$ cat src/rtl/strip_placer_if.sv
// Request, response and strip-RAM signals of strip_placer, bundled as one port.
// The master side is the placement controller; the slave side is the request source plus RAM.
interface strip_placer_if #(
    parameter int ADDR_WIDTH = 4,
    parameter int DATA_WIDTH = 8
);
    logic                  req_valid;
    logic                  req_ready;
    logic [1:0]            req_width;
    logic [DATA_WIDTH-1:0] req_height;

    logic                  resp_valid;
    logic                  resp_ready;
    logic                  resp_fail;
    logic [ADDR_WIDTH-1:0] resp_strip;
    logic [DATA_WIDTH-1:0] resp_base;

    logic                  ram_read_en;
    logic                  ram_write_en;
    logic [ADDR_WIDTH-1:0] ram_addr_read1;
    logic [ADDR_WIDTH-1:0] ram_addr_read2;
    logic [ADDR_WIDTH-1:0] ram_addr_read3;
    logic [ADDR_WIDTH-1:0] ram_addr_write;
    logic [DATA_WIDTH-1:0] ram_data_in;
    logic [DATA_WIDTH-1:0] ram_data_out1;
    logic [DATA_WIDTH-1:0] ram_data_out2;
    logic [DATA_WIDTH-1:0] ram_data_out3;

    modport master (
        input  req_valid, req_width, req_height, resp_ready,
        input  ram_data_out1, ram_data_out2, ram_data_out3,
        output req_ready, resp_valid, resp_fail, resp_strip, resp_base,
        output ram_read_en, ram_write_en, ram_addr_read1, ram_addr_read2, ram_addr_read3,
        output ram_addr_write, ram_data_in
    );

    modport slave (
        output req_valid, req_width, req_height, resp_ready,
        output ram_data_out1, ram_data_out2, ram_data_out3,
        input  req_ready, resp_valid, resp_fail, resp_strip, resp_base,
        input  ram_read_en, ram_write_en, ram_addr_read1, ram_addr_read2, ram_addr_read3,
        input  ram_addr_write, ram_data_in
    );
endinterface

$ cat src/rtl/strip_placer.sv
// Places one program of W adjacent strips and height H at the window with the lowest resulting
// top, scanning the strip-height RAM one window per cycle and writing the new top back.
module strip_placer #(
    parameter int ADDR_WIDTH   = 4,
    parameter int DATA_WIDTH   = 8,
    parameter int NUM_STRIPS   = 13,
    parameter int HEIGHT_LIMIT = 128
) (
    input logic            clk,
    input logic            rst,
    strip_placer_if.master bus
);
    typedef enum logic [2:0] {IDLE, SCAN, DRAIN, WRITE, RESP} state_e;

    localparam logic [ADDR_WIDTH-1:0] STRIPS_P1 = ADDR_WIDTH'(NUM_STRIPS + 1);
    localparam logic [DATA_WIDTH:0]   LIMIT     = (DATA_WIDTH + 1)'(HEIGHT_LIMIT);

    state_e                state_q, state_d;
    logic                  armed_q;
    logic [1:0]            w_q, w_d;
    logic [DATA_WIDTH-1:0] h_q, h_d;
    logic [ADDR_WIDTH-1:0] s_q, s_d;
    logic [1:0]            k_q, k_d;
    logic [ADDR_WIDTH-1:0] best_s_q, best_s_d;
    logic [DATA_WIDTH:0]   best_top_q, best_top_d;
    logic [DATA_WIDTH-1:0] best_base_q, best_base_d;
    logic                  resp_fail_q, resp_fail_d;
    logic [ADDR_WIDTH-1:0] resp_strip_q, resp_strip_d;
    logic [DATA_WIDTH-1:0] resp_base_q, resp_base_d;

    logic [ADDR_WIDTH-1:0] last_s;
    logic [DATA_WIDTH-1:0] win_max;
    logic [DATA_WIDTH:0]   win_top;
    logic                  eval_en;
    logic                  take;

    // Read data arriving this cycle belongs to window s-1; DRAIN sees the final window.
    assign last_s  = STRIPS_P1 - ADDR_WIDTH'(w_q);
    assign eval_en = ((state_q == SCAN) && (s_q != ADDR_WIDTH'(1))) || (state_q == DRAIN);
    assign win_top = {1'b0, win_max} + {1'b0, h_q};
    assign take    = eval_en && (win_top < best_top_q);

    always_comb begin
        win_max = bus.ram_data_out1;
        if (bus.ram_data_out2 > win_max) win_max = bus.ram_data_out2;
        if (bus.ram_data_out3 > win_max) win_max = bus.ram_data_out3;
    end

    // NOTE: reset is sampled on the clock edge only; all state updates use non-blocking assignments.
    always_ff @(posedge clk) begin
        if (!rst) begin
            state_q      <= IDLE;
            armed_q      <= 1'b0;
            w_q          <= '0;
            h_q          <= '0;
            s_q          <= '0;
            k_q          <= '0;
            best_s_q     <= '0;
            best_top_q   <= '1;
            best_base_q  <= '0;
            resp_fail_q  <= 1'b0;
            resp_strip_q <= '0;
            resp_base_q  <= '0;
        end else begin
            state_q      <= state_d;
            armed_q      <= 1'b1;
            w_q          <= w_d;
            h_q          <= h_d;
            s_q          <= s_d;
            k_q          <= k_d;
            best_s_q     <= best_s_d;
            best_top_q   <= best_top_d;
            best_base_q  <= best_base_d;
            resp_fail_q  <= resp_fail_d;
            resp_strip_q <= resp_strip_d;
            resp_base_q  <= resp_base_d;
        end
    end

    // NOTE: every signal written below gets a default first, so no latches are inferred.
    always_comb begin
        state_d      = state_q;
        w_d          = w_q;
        h_d          = h_q;
        s_d          = s_q;
        k_d          = k_q;
        best_s_d     = best_s_q;
        best_top_d   = best_top_q;
        best_base_d  = best_base_q;
        resp_fail_d  = resp_fail_q;
        resp_strip_d = resp_strip_q;
        resp_base_d  = resp_base_q;

        bus.req_ready      = 1'b0;
        bus.resp_valid     = 1'b0;
        bus.resp_fail      = resp_fail_q;
        bus.resp_strip     = resp_strip_q;
        bus.resp_base      = resp_base_q;
        bus.ram_read_en    = 1'b0;
        bus.ram_write_en   = 1'b0;
        bus.ram_addr_read1 = '0;
        bus.ram_addr_read2 = '0;
        bus.ram_addr_read3 = '0;
        bus.ram_addr_write = '0;
        bus.ram_data_in    = '0;

        if (take) begin
            best_s_d    = s_q - ADDR_WIDTH'(1);
            best_top_d  = win_top;
            best_base_d = win_max;
        end

        unique case (state_q)
            IDLE: begin
                bus.req_ready = armed_q;
                if (armed_q && bus.req_valid) begin
                    w_d         = bus.req_width;
                    h_d         = bus.req_height;
                    s_d         = ADDR_WIDTH'(1);
                    k_d         = '0;
                    best_s_d    = '0;
                    best_top_d  = '1;
                    best_base_d = '0;
                    if (bus.req_width == 2'd0) begin
                        resp_fail_d  = 1'b1;
                        resp_strip_d = '0;
                        resp_base_d  = '0;
                        state_d      = RESP;
                    end else begin
                        state_d = SCAN;
                    end
                end
            end
            SCAN: begin
                // Unused read ports repeat a covered strip so they never raise the maximum.
                bus.ram_read_en    = 1'b1;
                bus.ram_addr_read1 = s_q;
                bus.ram_addr_read2 = s_q + ADDR_WIDTH'(w_q >= 2'd2);
                bus.ram_addr_read3 = s_q + ((w_q == 2'd3) ? ADDR_WIDTH'(2) : ADDR_WIDTH'(0));
                s_d                = s_q + ADDR_WIDTH'(1);
                if (s_q == last_s) state_d = DRAIN;
            end
            DRAIN: begin
                if (best_top_d > LIMIT) begin
                    resp_fail_d  = 1'b1;
                    resp_strip_d = '0;
                    resp_base_d  = '0;
                    state_d      = RESP;
                end else begin
                    resp_fail_d  = 1'b0;
                    resp_strip_d = best_s_d;
                    resp_base_d  = best_base_d;
                    k_d          = '0;
                    state_d      = WRITE;
                end
            end
            WRITE: begin
                bus.ram_write_en   = 1'b1;
                bus.ram_addr_write = best_s_q + ADDR_WIDTH'(k_q);
                bus.ram_data_in    = best_top_q[DATA_WIDTH-1:0];
                k_d                = k_q + 2'd1;
                if (k_q == w_q - 2'd1) state_d = RESP;
            end
            RESP: begin
                bus.resp_valid = 1'b1;
                if (bus.resp_ready) state_d = IDLE;
            end
            default: state_d = IDLE;
        endcase
    end
endmodule

$ cat src/flat_wrapper.sv
// flat-port wrapper written by rule: the top's interface ports become plain ports
module strip_placer_flat 
#(
    parameter int ADDR_WIDTH   = 4,
    parameter int DATA_WIDTH   = 8,
    parameter int NUM_STRIPS   = 13,
    parameter int HEIGHT_LIMIT = 128
)
  (clk, rst, bus_req_valid, bus_req_width, bus_req_height, bus_resp_ready, bus_ram_data_out1, bus_ram_data_out2, bus_ram_data_out3, bus_req_ready, bus_resp_valid, bus_resp_fail, bus_resp_strip, bus_resp_base, bus_ram_read_en, bus_ram_write_en, bus_ram_addr_read1, bus_ram_addr_read2, bus_ram_addr_read3, bus_ram_addr_write, bus_ram_data_in);
  strip_placer_if #(.ADDR_WIDTH(ADDR_WIDTH), .DATA_WIDTH(DATA_WIDTH)) bus_i ();
  input logic clk;
  input logic rst;
  input wire logic [$bits(bus_i.req_valid)-1:0] bus_req_valid;
  input wire logic [$bits(bus_i.req_width)-1:0] bus_req_width;
  input wire logic [$bits(bus_i.req_height)-1:0] bus_req_height;
  input wire logic [$bits(bus_i.resp_ready)-1:0] bus_resp_ready;
  input wire logic [$bits(bus_i.ram_data_out1)-1:0] bus_ram_data_out1;
  input wire logic [$bits(bus_i.ram_data_out2)-1:0] bus_ram_data_out2;
  input wire logic [$bits(bus_i.ram_data_out3)-1:0] bus_ram_data_out3;
  output wire logic [$bits(bus_i.req_ready)-1:0] bus_req_ready;
  output wire logic [$bits(bus_i.resp_valid)-1:0] bus_resp_valid;
  output wire logic [$bits(bus_i.resp_fail)-1:0] bus_resp_fail;
  output wire logic [$bits(bus_i.resp_strip)-1:0] bus_resp_strip;
  output wire logic [$bits(bus_i.resp_base)-1:0] bus_resp_base;
  output wire logic [$bits(bus_i.ram_read_en)-1:0] bus_ram_read_en;
  output wire logic [$bits(bus_i.ram_write_en)-1:0] bus_ram_write_en;
  output wire logic [$bits(bus_i.ram_addr_read1)-1:0] bus_ram_addr_read1;
  output wire logic [$bits(bus_i.ram_addr_read2)-1:0] bus_ram_addr_read2;
  output wire logic [$bits(bus_i.ram_addr_read3)-1:0] bus_ram_addr_read3;
  output wire logic [$bits(bus_i.ram_addr_write)-1:0] bus_ram_addr_write;
  output wire logic [$bits(bus_i.ram_data_in)-1:0] bus_ram_data_in;
  assign bus_i.req_valid = bus_req_valid;
  assign bus_i.req_width = bus_req_width;
  assign bus_i.req_height = bus_req_height;
  assign bus_i.resp_ready = bus_resp_ready;
  assign bus_i.ram_data_out1 = bus_ram_data_out1;
  assign bus_i.ram_data_out2 = bus_ram_data_out2;
  assign bus_i.ram_data_out3 = bus_ram_data_out3;
  assign bus_req_ready = bus_i.req_ready;
  assign bus_resp_valid = bus_i.resp_valid;
  assign bus_resp_fail = bus_i.resp_fail;
  assign bus_resp_strip = bus_i.resp_strip;
  assign bus_resp_base = bus_i.resp_base;
  assign bus_ram_read_en = bus_i.ram_read_en;
  assign bus_ram_write_en = bus_i.ram_write_en;
  assign bus_ram_addr_read1 = bus_i.ram_addr_read1;
  assign bus_ram_addr_read2 = bus_i.ram_addr_read2;
  assign bus_ram_addr_read3 = bus_i.ram_addr_read3;
  assign bus_ram_addr_write = bus_i.ram_addr_write;
  assign bus_ram_data_in = bus_i.ram_data_in;
  strip_placer #(.ADDR_WIDTH(ADDR_WIDTH), .DATA_WIDTH(DATA_WIDTH), .NUM_STRIPS(NUM_STRIPS), .HEIGHT_LIMIT(HEIGHT_LIMIT)) u_core (.clk(clk), .rst(rst), .bus(bus_i));
endmodule
$ cat config.mk
export PLATFORM = sky130hd
export DESIGN_NAME = strip_placer_flat
export DESIGN_NICKNAME = d
export VERILOG_FILES = /design/src/rtl/strip_placer_if.sv /design/src/rtl/strip_placer.sv /design/src/flat_wrapper.sv
export SDC_FILE = /design/constraint.sdc
export NUM_CORES = 1
export LEC_CHECK = 0
export ABC_AREA = 1
export CAP_MARGIN = 5
export CORE_AREA = 2 2 129 131
export DETAILED_ROUTE_END_ITERATION = 10
export DIE_AREA = 0 0 131 133
export PLACE_DENSITY = 0.52
export SYNTH_ARGS = -nofsm -noshare
export SYNTH_HDL_FRONTEND = slang
export SYNTH_SLANG_ARGS = --single-unit
export TNS_END_PERCENT = 20
$ cat constraint.sdc
create_clock -name clk -period 14.3 [get_ports clk]
set_input_delay 3.575 -clock clk [delete_from_list [all_inputs] [get_ports clk]]
set_output_delay 3.575 -clock clk [all_outputs]
set_load 0.05 [all_outputs]
* Yosys cells after proc, flatten, opt, wreduce, memory -nomap -nowiden *
Index checks and enable logic that the tools add are counted.

operators by class
  equality and inequality tests = 14
  add/sub/neg operators = 9
  reduce and logical (&&, ||, !) cells = 14
  $lt $le $gt $ge = 5
  multiplexer cells = 46

operator list
  cell                 count
  $mux 8               9
  $mux 4               11
  $mux 9               3
  $mux 3               6
  $gt 8x8->1           2
  $pmux 4 s2           2
  $pmux 8 s2           1
  $pmux 3 s5           1
  $add 8x8->9          1
  $gt 9x8->1 const B   1
  $lt 9x9->1           1
  $mux 1               8
  $eq 3x2->1 const B   2
  $mux 2               3
  $ne 2x1->1 const B   3
  $ne 2x2->1 const B   3
  $pmux 2 s3           1
  $reduce_and 3->1     2
  $add 4x1->4          1
  $add 4x1->4 const B  1
  $add 4x2->4          1
  $add 4x4->4          1
  $eq 4x4->1           1
  $ne 4x1->1 const B   1
  18 further kinds     22

storage, ports and cells
  output and inout bits = 41
  bits of input ports = 38
  flip-flop bits (word level) = 54
  word-level logic and storage cells = 100

* Depth between registers and ports, before layout *
Gate-level depths: netlist (run 1).

  depth after elaboration = 11
  depth in mapped cells = 50
  gate-level depth less buffers = 46

* Worst setup path after synthesis (run 1) *
OpenSTA, ideal clock, no wires.

  path type = input port to flip-flop
  start point = in bus_ram_data_out1[7]
  end point = reg u_core.resp_base_q[2], in the netlist u_core.bus.resp_base[2]
  path slack = 5.714 ns
  cell stages on the path = 48
  arrival = 8.515 ns
  data required time = 14.230 ns
  cell sequence = inv_1 > ha_1 > a21oi_1 > o21ai_0 > a21o_1 > clkbuf_1 > nand2_1 > nand2_1 > nand2_1 > inv_1 > ha_1 > inv_1 > nor2_1 > o21ai_0 > nand2_1 > nand2_1 > o211ai_1 > nand2_1 > [12 not listed] > nand2_1 > nor2_1 > nand2_1 > nand3_1 > nand2_1 > nand2_2 > buf_6 > nand2_1 > nand2_1 > nand2_1 > nor2_1 > nand2_1 > nand2_1 > nand3_2 > inv_2 > buf_6 > nand2_1 > a21oi_1

on the way
  word-level cells in the longest chain between the ends = 11
  elaborated cells between the ends (all ways) = 12

RTL lines
  item                  line                 source
  start, declared       flat_wrapper.sv:17   input wire logic [$bits(bus_i.ram_data_out1)-1:0] bus_ram_data_out1;
  $gt 8x8->1            strip_placer.sv:45   if (bus.ram_data_out2 > win_max) win_max = bus.ram_data_out2;
  $mux 8 *              strip_placer.sv:45
  $gt 8x8->1            strip_placer.sv:46   if (bus.ram_data_out3 > win_max) win_max = bus.ram_data_out3;
  $mux 8 *              strip_placer.sv:46
  $add 8x8->9           strip_placer.sv:40   assign win_top = {1'b0, win_max} + {1'b0, h_q};
  $lt 9x9->1            strip_placer.sv:41   assign take = eval_en && (win_top < best_top_q);
  $logic_and 1x1->1     strip_placer.sv:41
  $mux 9                strip_placer.sv:107  if (take) begin
  $gt 9x8->1            strip_placer.sv:144  if (best_top_d > LIMIT) begin
  $mux 8 *              strip_placer.sv:144
  $pmux 8 s2 *          strip_placer.sv:113  unique case (state_q)
  end signal, assigned  strip_placer.sv:76   resp_base_q <= resp_base_d;
  end, declared         strip_placer.sv:29   logic [DATA_WIDTH-1:0] resp_base_q, resp_base_d;

Mark *: on every way between the ends. The rest lies on a longest branch, timed or not.
A chain may end at the register's enable or synchronous reset.

* Final worst setup path (run 1) *
  start point = in bus_ram_data_out1[7]
  end point = reg u_core.resp_base_q[6], in the netlist u_core.bus.resp_base[6]

Same word-level chain as after synthesis.

==> results of run 1 <==
area by class of cell:
cell class              instances  area, sq um
fillers                      1750        11100
multi-input cells             441         2380
flip-flops and latches         54         1080
repair buffers                 79          788
inverters                      96          362
well taps                     220          275
clock buffers                   5          125
clock inverters                 3         47.5
how the worst max path moves through the flow:
stage | end | slack (ps) | depth (start not counted)
2_1_floorplan | u_core.bus.resp_base[2]$_SDFFE_PN0P_ | 5710 | 48
3_3_place_gp | u_core.bus.resp_base[6]$_SDFFE_PN0P_ | 3980 | 36
3_5_place_dp | u_core.bus.resp_base[6]$_SDFFE_PN0P_ | 3910 | 36
4_1_cts | u_core.bus.resp_base[6]$_SDFFE_PN0P_ | 4230 | 38
5_1_grt | u_core.bus.resp_strip[3]$_SDFFE_PN0P_ | 3470 | 40
6_report | u_core.bus.resp_base[6]$_SDFFE_PN0P_ | 4360 | 38
Yosys cell counts, types with 2 or more instances:
cell and count:
nand4_1 4, nand3b_1 2, buf_6 2, buf_2 2
nor2_1 46, nand3_1 43, fa_1 2, xnor2_1 5
o22ai_1 2, clkinv_1 2, nor3_1 2, or2_2 5
o211ai_1 2, ha_1 44, dfxtp_1 54, clkbuf_1 12
o21ai_0 19, nand2_2 2, xor2_1 5, nand2_1 194
a31oi_1 3, inv_1 92, a21oi_1 53
sequential cells by signal, summed over array words and instances, names as in the netlist:
name,count
u_core.armed_q,1
u_core.best_base_q,8
u_core.best_s_q,4
u_core.best_top_q,9
u_core.bus.resp_base,8
u_core.bus.resp_fail,1
u_core.bus.resp_strip,4
u_core.h_q,8
u_core.k_q,2
u_core.s_q,4
u_core.state_q,3
u_core.w_q,2
power by group through the flow:
stage	Clock [uW]	Sequential, uW	Combinational (uW)
floorplan	0	189	220
global placement	0	191	298
detailed placement	0	191	295
CTS	149	188	297
global route	154	191	338
finish	144	188	293
cell usage in the layout, fill, tap and decap left out:
cell	instances
nand2_1	194
inv_1	92
clkdlybuf4s50_1	78
dfxtp_1	54
a21oi_1	53
nor2_1	46
ha_1	44
nand3_1	43
o21ai_0	19
xnor2_1	5
or2_2	5
xor2_1	5
clkbuf_16	5
nand4_1	4
a31oi_1	3
o211ai_1	2
nand3b_1	2
nor3_1	2
nand2_2	2
clkinv_1	2
o22ai_1	2
fa_1	2
a21o_1	1
o21a_1	1
nor3_4	1
a21oi_4	1
clkinv_2	1
o21ai_2	1
nand3_2	1
inv_2	1
a211oi_2	1
a221oi_1	1
inv_6	1
clkinv_4	1
bufinv_16	1
buf_4	1
stage by stage:
step	instances	total power [uW]	setup slack (ps)	area, sq um	hold slack, ps
3_3_place_gp	890	490	3980	4890	460
4_1_cts	898	635	4230	5060	469
2_1_floorplan	608	409	5710	3910	445
5_1_grt	898	684	3470	5060	484
3_5_place_dp	890	487	3910	4890	458
6_report	898	624	4360	5060	468
worst reg2reg max path: cells and delay by family, from the launching register on:
kind                     cells  cell delay, ps
AND/OR/NAND/NOR             12            1320
adder cells (fa/ha/maj)      3             860
buffers and inverters        5             700
AO/OA/AOI/OAI                2             390
flip-flops                   1             340
logic make-up (layout without fill, tap and decap cells):
family	Yosys count	in the layout	synth area share, %
flip-flops	54	54	27.6
AND/OR/NAND/NOR	300	300	31.6
XOR/XNOR	10	10	2.24
buffers and inverters	113	183	11.4
adder cells (fa/ha/maj)	46	46	15.1
AO/OA/AOI/OAI	85	85	12.0
per-layer routing:
metal	global-route usage, %	wire length, um	up-vias
met4	3.96	142	0
met3	3.44	702	8
met1	16.9	5060	1678
met2	20.5	4660	94
li1	-	-	2063
met5	0	0	-
==> reports/results.ini, run 1 <==
[run_status]
status = completed

[detailed_routing]
via_per_inst = 4.28
drt-pass1-iter-count = 4
vias = 3843
remaining_drc_errors = 0
routed_wl_um = 10600
wl_per_cell_um = 11.8
detail_route.iter0.violations = 194
drtAntennaViolNets = 0

[timing]
setup_viol = 0
finalHoldViolCount = 0
setup_tns_ps = 0
fmax_mhz = 101
period_share_pct = 69.5
relSlewSlack_pct = 40.9
fin_crit_ps = 9940
clock-skew-final_ps = 10.1
rsz0062_at_grt = no
worst_slew_pin_slew_ps = 884
drv_slew = 0

[floorplanning]
die_width_um = 131
core_area_sq_um = 16200
rows = 47
dieArea_sq_um = 17400
start_util_pct = 24.2
top_level_ports = 79
die_h_um = 133

[setup_path]
worstSetupPathType = input port to flop
startpoint = bus_ram_data_out1[7]
cp_slowest_cell = o21ai_0
cp_common_cell = nand2_1
r2r_end = u_core.bus.resp_base[6]$_SDFFE_PN0P_
critPathLaunchType = input port
critPathRequiredTime_ps = 14510
cp_max_fo = 20
path_buf_inv = 9
worstRegToRegCells = 22
cpPeakStageDelay_ps = 520
reg2reg_from = u_core.h_q[0]$_SDFFE_PN0P_
critical-path-top-delay-family = simple AND/OR/NAND/NOR gates
cp_data_arrival_time_ps = 10150
cp-end-kind = flop
reg2reg_slack_ps = 10610

[cts]
cts_hold_buf = 0
cts_buffer_depth = 2
cts_sinks = 54
cts_max_level = 2
cts_tree = yes
cts_made_buffers = 5
postCtsSetupBuffers = 0
ctsResizeCount = 0
path_clk_slew_ps = 70
clk_latency_ps = 300
clockRootBuffer = clkbuf_16

[synth]
synth_top_area_share_pct = 27.6
yosysUniqueCellTypes = 34
synthArstFlopShare_pct = 0
syn_area_sq_um = 3910
yosys_warnings = 0
synth_area_leader_cell = dfxtp_1
ys_ff_latch = 54
synth_cells = 608
synth_ff_type = dfxtp_1
synthTopCellsByArea = dfxtp_1, nand2_1, ha_1, inv_1, a21oi_1
avgSynthCellArea_sq_um = 6.43
synth_nets = 692
seq_area_frac_synth_pct = 27.6
synth_edf_count = 0

[flow_run]
maxCapViolCount = 0

[worst_hold_path]
hold_path.class = flop to flop
hold_end = u_core.bus.resp_fail$_SDFFE_PN0P_
min_from = u_core.bus.resp_fail$_SDFFE_PN0P_
whs_path_depth = 2

[pwr]
power_density_nw_per_um2 = 123
seq_power_share_pct = 30.1
switching_power_uw = 268
p_sw_share_pct = 42.9
comb_power_share_pct = 46.9
p_clk_share_pct = 23.0
p_leak_uw = 0.00247
power.internal_uw = 356
peakVddDrop_mv = 0.0470

[grt]
track_usage_pct = 12.9
grt_max_degree = 28
grt_pass1_vias = 3743
grt_overflow = 0
antenna_found_initial = 0
grt_pass1_wl_um = 18000

[finish]
fin_util_pct = 31.3
drive_gt1_share_pct = 3.39
n_antenna_cell = 0
nets = 761
area_growth_syn_to_layout_pct = 29.4

[place]
io_buffers = 78
place.gp.congestion = 0.819
place_hpwl_um = 8500

Power figures use the tool's default switching activity.
==> run 2, diff against run 1 <==
==> constraint.sdc (replaced) <==
create_clock -name clk -period 9.2 [get_ports clk]
set_input_delay 2.3 -clock clk [delete_from_list [all_inputs] [get_ports clk]]
set_output_delay 2.3 -clock clk [all_outputs]
set_load 0.05 [all_outputs]
==> reports/results.ini, run 2 (synthesis results as in run 1) <==
[timing]
fin_crit_ps = 8340
drv_slew = 0
setup_tns_ps = 0
finalHoldViolCount = 0
fmax_mhz = 120
rsz0062_at_grt = no
period_share_pct = 90.6
worst_slew_pin_slew_ps = 837
setup_slack_ps = 864
relSlewSlack_pct = 43.9
clock-skew-final_ps = 11.0
setup_viol = 0

[floorplanning]
core_area_sq_um = 16200
top_level_ports = 79
die_h_um = 133
dieArea_sq_um = 17400
die_width_um = 131
start_util_pct = 24.2
rows = 47

[setup_path]
cp_data_arrival_time_ps = 8540
cp_common_cell = nand2_1
critPathRequiredTime_ps = 9410
startpoint = bus_ram_data_out1[7]
reg2reg_from = u_core.h_q[0]$_SDFFE_PN0P_
cp_max_fo = 16
critPathLaunchType = input port
critical-path-top-delay-family = compound AO/OA/AOI/OAI gates
worstSetupPathType = input port to flop
path_buf_inv = 10
cp-end-kind = flop
cpPeakStageDelay_ps = 490
cp_slowest_cell = clkdlybuf4s50_1

[cts]
cts_buffer_depth = 2
cts_sinks = 54
postCtsSetupBuffers = 0
clockRootBuffer = clkbuf_16
path_clk_slew_ps = 80
cts_max_level = 2
cts_tree = yes
cts_made_buffers = 5
ctsResizeCount = 0
cts_hold_buf = 0
clk_latency_ps = 310

[place]
place.gp.congestion = 0.823
io_buffers = 78
place_hpwl_um = 8550
post-place-ws_ps = 391

[finish]
n_antenna_cell = 0
mostFrequentLayoutCell = nand2_1
regMostFlops = u_core.best_top_q
largest_reg_flops = 9
layout_common_cells = nand2_1, inv_1, clkdlybuf4s50_1
drive_gt1_share_pct = 3.68
area_growth_syn_to_layout_pct = 29.3
fill_cells = 1787
nets = 763

[run_status]
status = completed

[detailed_routing]
wl_per_cell_um = 11.8
vias = 3806
via_per_inst = 4.23
detail_route.iter0.violations = 188
routed_wl_um = 10600
drt-pass1-iter-count = 4
remaining_drc_errors = 0
drtAntennaViolNets = 0

[pwr]
p_leak_uw = 0.00247
peakVddDrop_mv = 0.0772
power_density_nw_per_um2 = 188

[worst_hold_path]
hold_path.class = flop to flop
min_from = u_core.bus.resp_base[7]$_SDFFE_PN0P_

[grt]
track_usage_pct = 12.8
grt_pass1_wl_um = 17900
grt_pass1_vias = 3668
antenna_found_initial = 0
grt_overflow = 0
grt_max_degree = 28

[flow_run]
maxCapViolCount = 0

## run 2: cell types whose count changed in the layout (fill, tap and decap cells not counted), sizes merged
cell,change
buf,+2
bufinv,-1
clkinv,+1
## run 2: path summary, 6_finish.rpt
check	end	slack (ps)	cells past startpoint
min reg2reg	u_core.bus.resp_base[7]$_SDFFE_PN0P_	470	2
max	u_core.bus.resp_strip[2]$_SDFFE_PN0P_	860	41
max reg2reg	u_core.bus.resp_strip[2]$_SDFFE_PN0P_	5690	22
min	u_core.bus.resp_base[7]$_SDFFE_PN0P_	470	2
## run 2: worst reg2reg max path, delay by kind of cell (launching register included)
kind	cells	cell delay, ps
simple gates	12	1180
fa+ha+maj	3	850
flops	1	330
buf+inv	5	650
compound gates	2	400
## run 2: power by group
part	switching (uW)	leakage, uW	internal [uW]	total, uW
clock	99.4	0.0000759	104	204
combinational	299	0.00195	158	457
sequential	24.2	0.000439	268	292
## run 2: area by class of cell
| type | count | area, sq um | area share, % |
|---|---|---|---|
| tap | 220 | 275 | 5.44 |
| sequential | 54 | 1080 | 21.4 |
| timing repair buffer | 81 | 803 | 15.9 |
| inverter | 96 | 362 | 7.15 |
| clock inverter | 3 | 28.8 | 0.569 |
| clock buffer | 5 | 125 | 2.47 |
| multi-input combinational | 441 | 2380 | 47.1 |
## run 2: layer usage
metal	part of all wire (%)	vias to the layer above	GRT usage [%]	wire (um)
met3	6.7	16	3.60	714
met2	44	93	20.1	4630
met4	2.1	0	4.67	228
met5	0	-	0	0
li1	-	2063	-	-
met1	48	1634	16.8	5050
## run 2: per-stage QoR
stage	util, %	instances	power, uW	cell area, sq um	hold slack, ps
2_1_floorplan	-	608	635	3910	445
3_3_place_gp	30.3	892	763	4900	458
3_5_place_dp	30.3	892	760	4900	458
4_1_cts	31.3	900	965	5060	471
5_1_grt	31.3	900	1050	5060	502
6_report	31.3	900	952	5060	472
==> run 3, diff against run 2 <==
--- a/config.mk
+++ b/config.mk
@@ -10,7 +10,8 @@
 export CORE_AREA = 2 2 129 131
 export DETAILED_ROUTE_END_ITERATION = 10
 export DIE_AREA = 0 0 131 133
-export PLACE_DENSITY = 0.52
+export DONT_BUFFER_PORTS = 1
+export PLACE_DENSITY = 0.46
 export SYNTH_ARGS = -nofsm -noshare
 export SYNTH_HDL_FRONTEND = slang
 export SYNTH_SLANG_ARGS = --single-unit
==> reports/results.ini, run 3 (synthesis results as in run 1) <==
[pwr]
comb_power_share_pct = 46.1
power.internal_uw = 504
peakVddDrop_mv = 0.0767
power_density_nw_per_um2 = 217
p_sw_share_pct = 45.5
seq_power_share_pct = 32.0
switching_power_uw = 421
p_clk_share_pct = 21.9
p_leak_uw = 0.00218

[finish]
regMostFlops = u_core.best_top_q
drive_gt1_share_pct = 4.17
mostFrequentLayoutCell = nand2_1
layout_common_cells = nand2_1, inv_1, dfxtp_1
area_growth_syn_to_layout_pct = 9.18
n_antenna_cell = 0
nets = 683
multi_input_area_sq_um = 2390
largest_reg_flops = 9
fill_cells = 1806
final-seq-area_sq_um = 1080
design_area_sq_um = 4270

[timing]
setup_tns_ps = 0
period_share_pct = 89.2
finalHoldViolCount = 0
rsz0062_at_grt = no
clock-skew-final_ps = 9.19
fmax_mhz = 122
fin_crit_ps = 8200
setup_viol = 0
drv_slew = 0
relSlewSlack_pct = 20.1
worst_slew_pin_slew_ps = 1190

[setup_path]
cp_common_cell = nand2_1
cp_data_arrival_time_ps = 8410
r2r_end = u_core.bus.resp_base[5]$_SDFFE_PN0P_
cp-end-kind = flop
critPathLaunchType = input port
cp_max_fo = 20
reg2reg_from = u_core.h_q[0]$_SDFFE_PN0P_
worstSetupPathType = input port to flop
critPathRequiredTime_ps = 9410
reg2reg_slack_ps = 5300
cp_slowest_cell = o21ai_0
cpPeakStageDelay_ps = 450
worstRegToRegCells = 22

[cts]
cts_made_buffers = 5
clk_latency_ps = 300
cts_sinks = 54
path_clk_slew_ps = 80
clockRootBuffer = clkbuf_16
cts_tree = yes
cts_buffer_depth = 2
ctsResizeCount = 0
cts_hold_buf = 0
cts_max_level = 2
postCtsSetupBuffers = 0

[floorplanning]
core_area_sq_um = 16200
start_util_pct = 24.2
die_h_um = 133
dieArea_sq_um = 17400
top_level_ports = 79
die_width_um = 131
rows = 47

[detailed_routing]
drt-pass1-iter-count = 4
via_per_inst = 4.40
drtAntennaViolNets = 0
routed_wl_um = 10600
detail_route.iter0.violations = 224
vias = 3612
remaining_drc_errors = 0
wl_per_cell_um = 12.9

[grt]
track_usage_pct = 12.3
grt_pass1_wl_um = 17200
grt_overflow = 0
antenna_found_initial = 0
grt_pass1_vias = 3539
grt_max_degree = 28

[worst_hold_path]
min_from = u_core.h_q[2]$_SDFFE_PN0P_
whs_path_depth = 2
hold_end = u_core.h_q[2]$_SDFFE_PN0P_
hold_path.class = flop to flop

[place]
place.gp.congestion = 0.813
placed_cell_area_sq_um = 4120
io_buffers = 0
place_hpwl_um = 8560

[flow_run]
maxCapViolCount = 0

[run_status]
status = completed

run 3: cell count changes in the layout (fill, tap and decap cells not counted):
cell             previous run  this run
clkdlybuf4s50_1            78         0
nor2_2                      0         1
buf_4                       3         1
nor2_1                     46        45
nor3_1                      2         1
o21ai_0                    18        19
nor3_2                      0         1
o21ai_1                     1         0
run 3: critical path, delay by kind of cell:
kind	cells	cell delay (ps)
buf+inv	7	870
simple gates	16	2270
compound gates	8	1730
fa+ha+maj	4	1230
run 3: final cells by class:
cell class	instances	area share [%]
clock inverters	3	0.674
inverters	96	8.47
clock buffers	5	2.93
flip-flops and latches	54	25.3
well taps	220	6.45
multi-input cells	441	56.0
repair buffers	1	0.176
run 3: how the worst max path moves through the flow:
stage | startpoint | to | slack [ps] | cells after the start
2_1_floorplan | bus_ram_data_out1[7] | u_core.bus.resp_base[2]$_SDFFE_PN0P_ | 1890 | 48
3_3_place_gp | bus_ram_data_out1[7] | u_core.bus.resp_base[5]$_SDFFE_PN0P_ | 820 | 37
3_5_place_dp | bus_ram_data_out1[7] | u_core.bus.resp_base[5]$_SDFFE_PN0P_ | 690 | 35
4_1_cts | bus_ram_data_out1[7] | u_core.bus.resp_base[5]$_SDFFE_PN0P_ | 990 | 37
5_1_grt | bus_ram_data_out1[7] | u_core.k_q[1]$_SDFFE_PN0P_ | 240 | 43
6_report | bus_ram_data_out1[7] | u_core.bus.resp_base[5]$_SDFFE_PN0P_ | 1000 | 35
run 3: per-layer routing:
metal / up-vias / part of all wire [%] / global-route usage, % / routed length (um)
li1: 1899 / - / - / -
met1: 1627 / 44 / 15.2 / 4700
met2: 80 / 47 / 20.7 / 4980
met3: 6 / 7.9 / 4.25 / 833
met4: 0 / 0.78 / 2.42 / 83
met5: - / 0 / 0 / 0
run 3: power groups by stage:
| stage | sequential, uW | clock (uW) | combinational [uW] |
|---|---|---|---|
| after floorplan | 294 | 0 | 342 |
| after global placement | 302 | 0 | 423 |
| after detailed placement | 302 | 0 | 427 |
| after CTS | 297 | 209 | 429 |
| after global routing | 302 | 219 | 485 |
| final | 296 | 203 | 426 |
run 3: metrics by stage:
| stage | cells | setup slack [ps] | hold slack, ps | total power [uW] | util [%] |
|---|---|---|---|---|---|
| final | 820 | 996 | 474 | 924 | 26.4 |
| after global routing | 820 | 244 | 499 | 1010 | 26.4 |
| after CTS | 820 | 987 | 477 | 935 | 26.4 |
| after detailed placement | 812 | 686 | 464 | 728 | 25.4 |
| after global placement | 812 | 820 | 461 | 725 | 25.4 |
| after floorplan | 608 | 1890 | 445 | 635 | - |
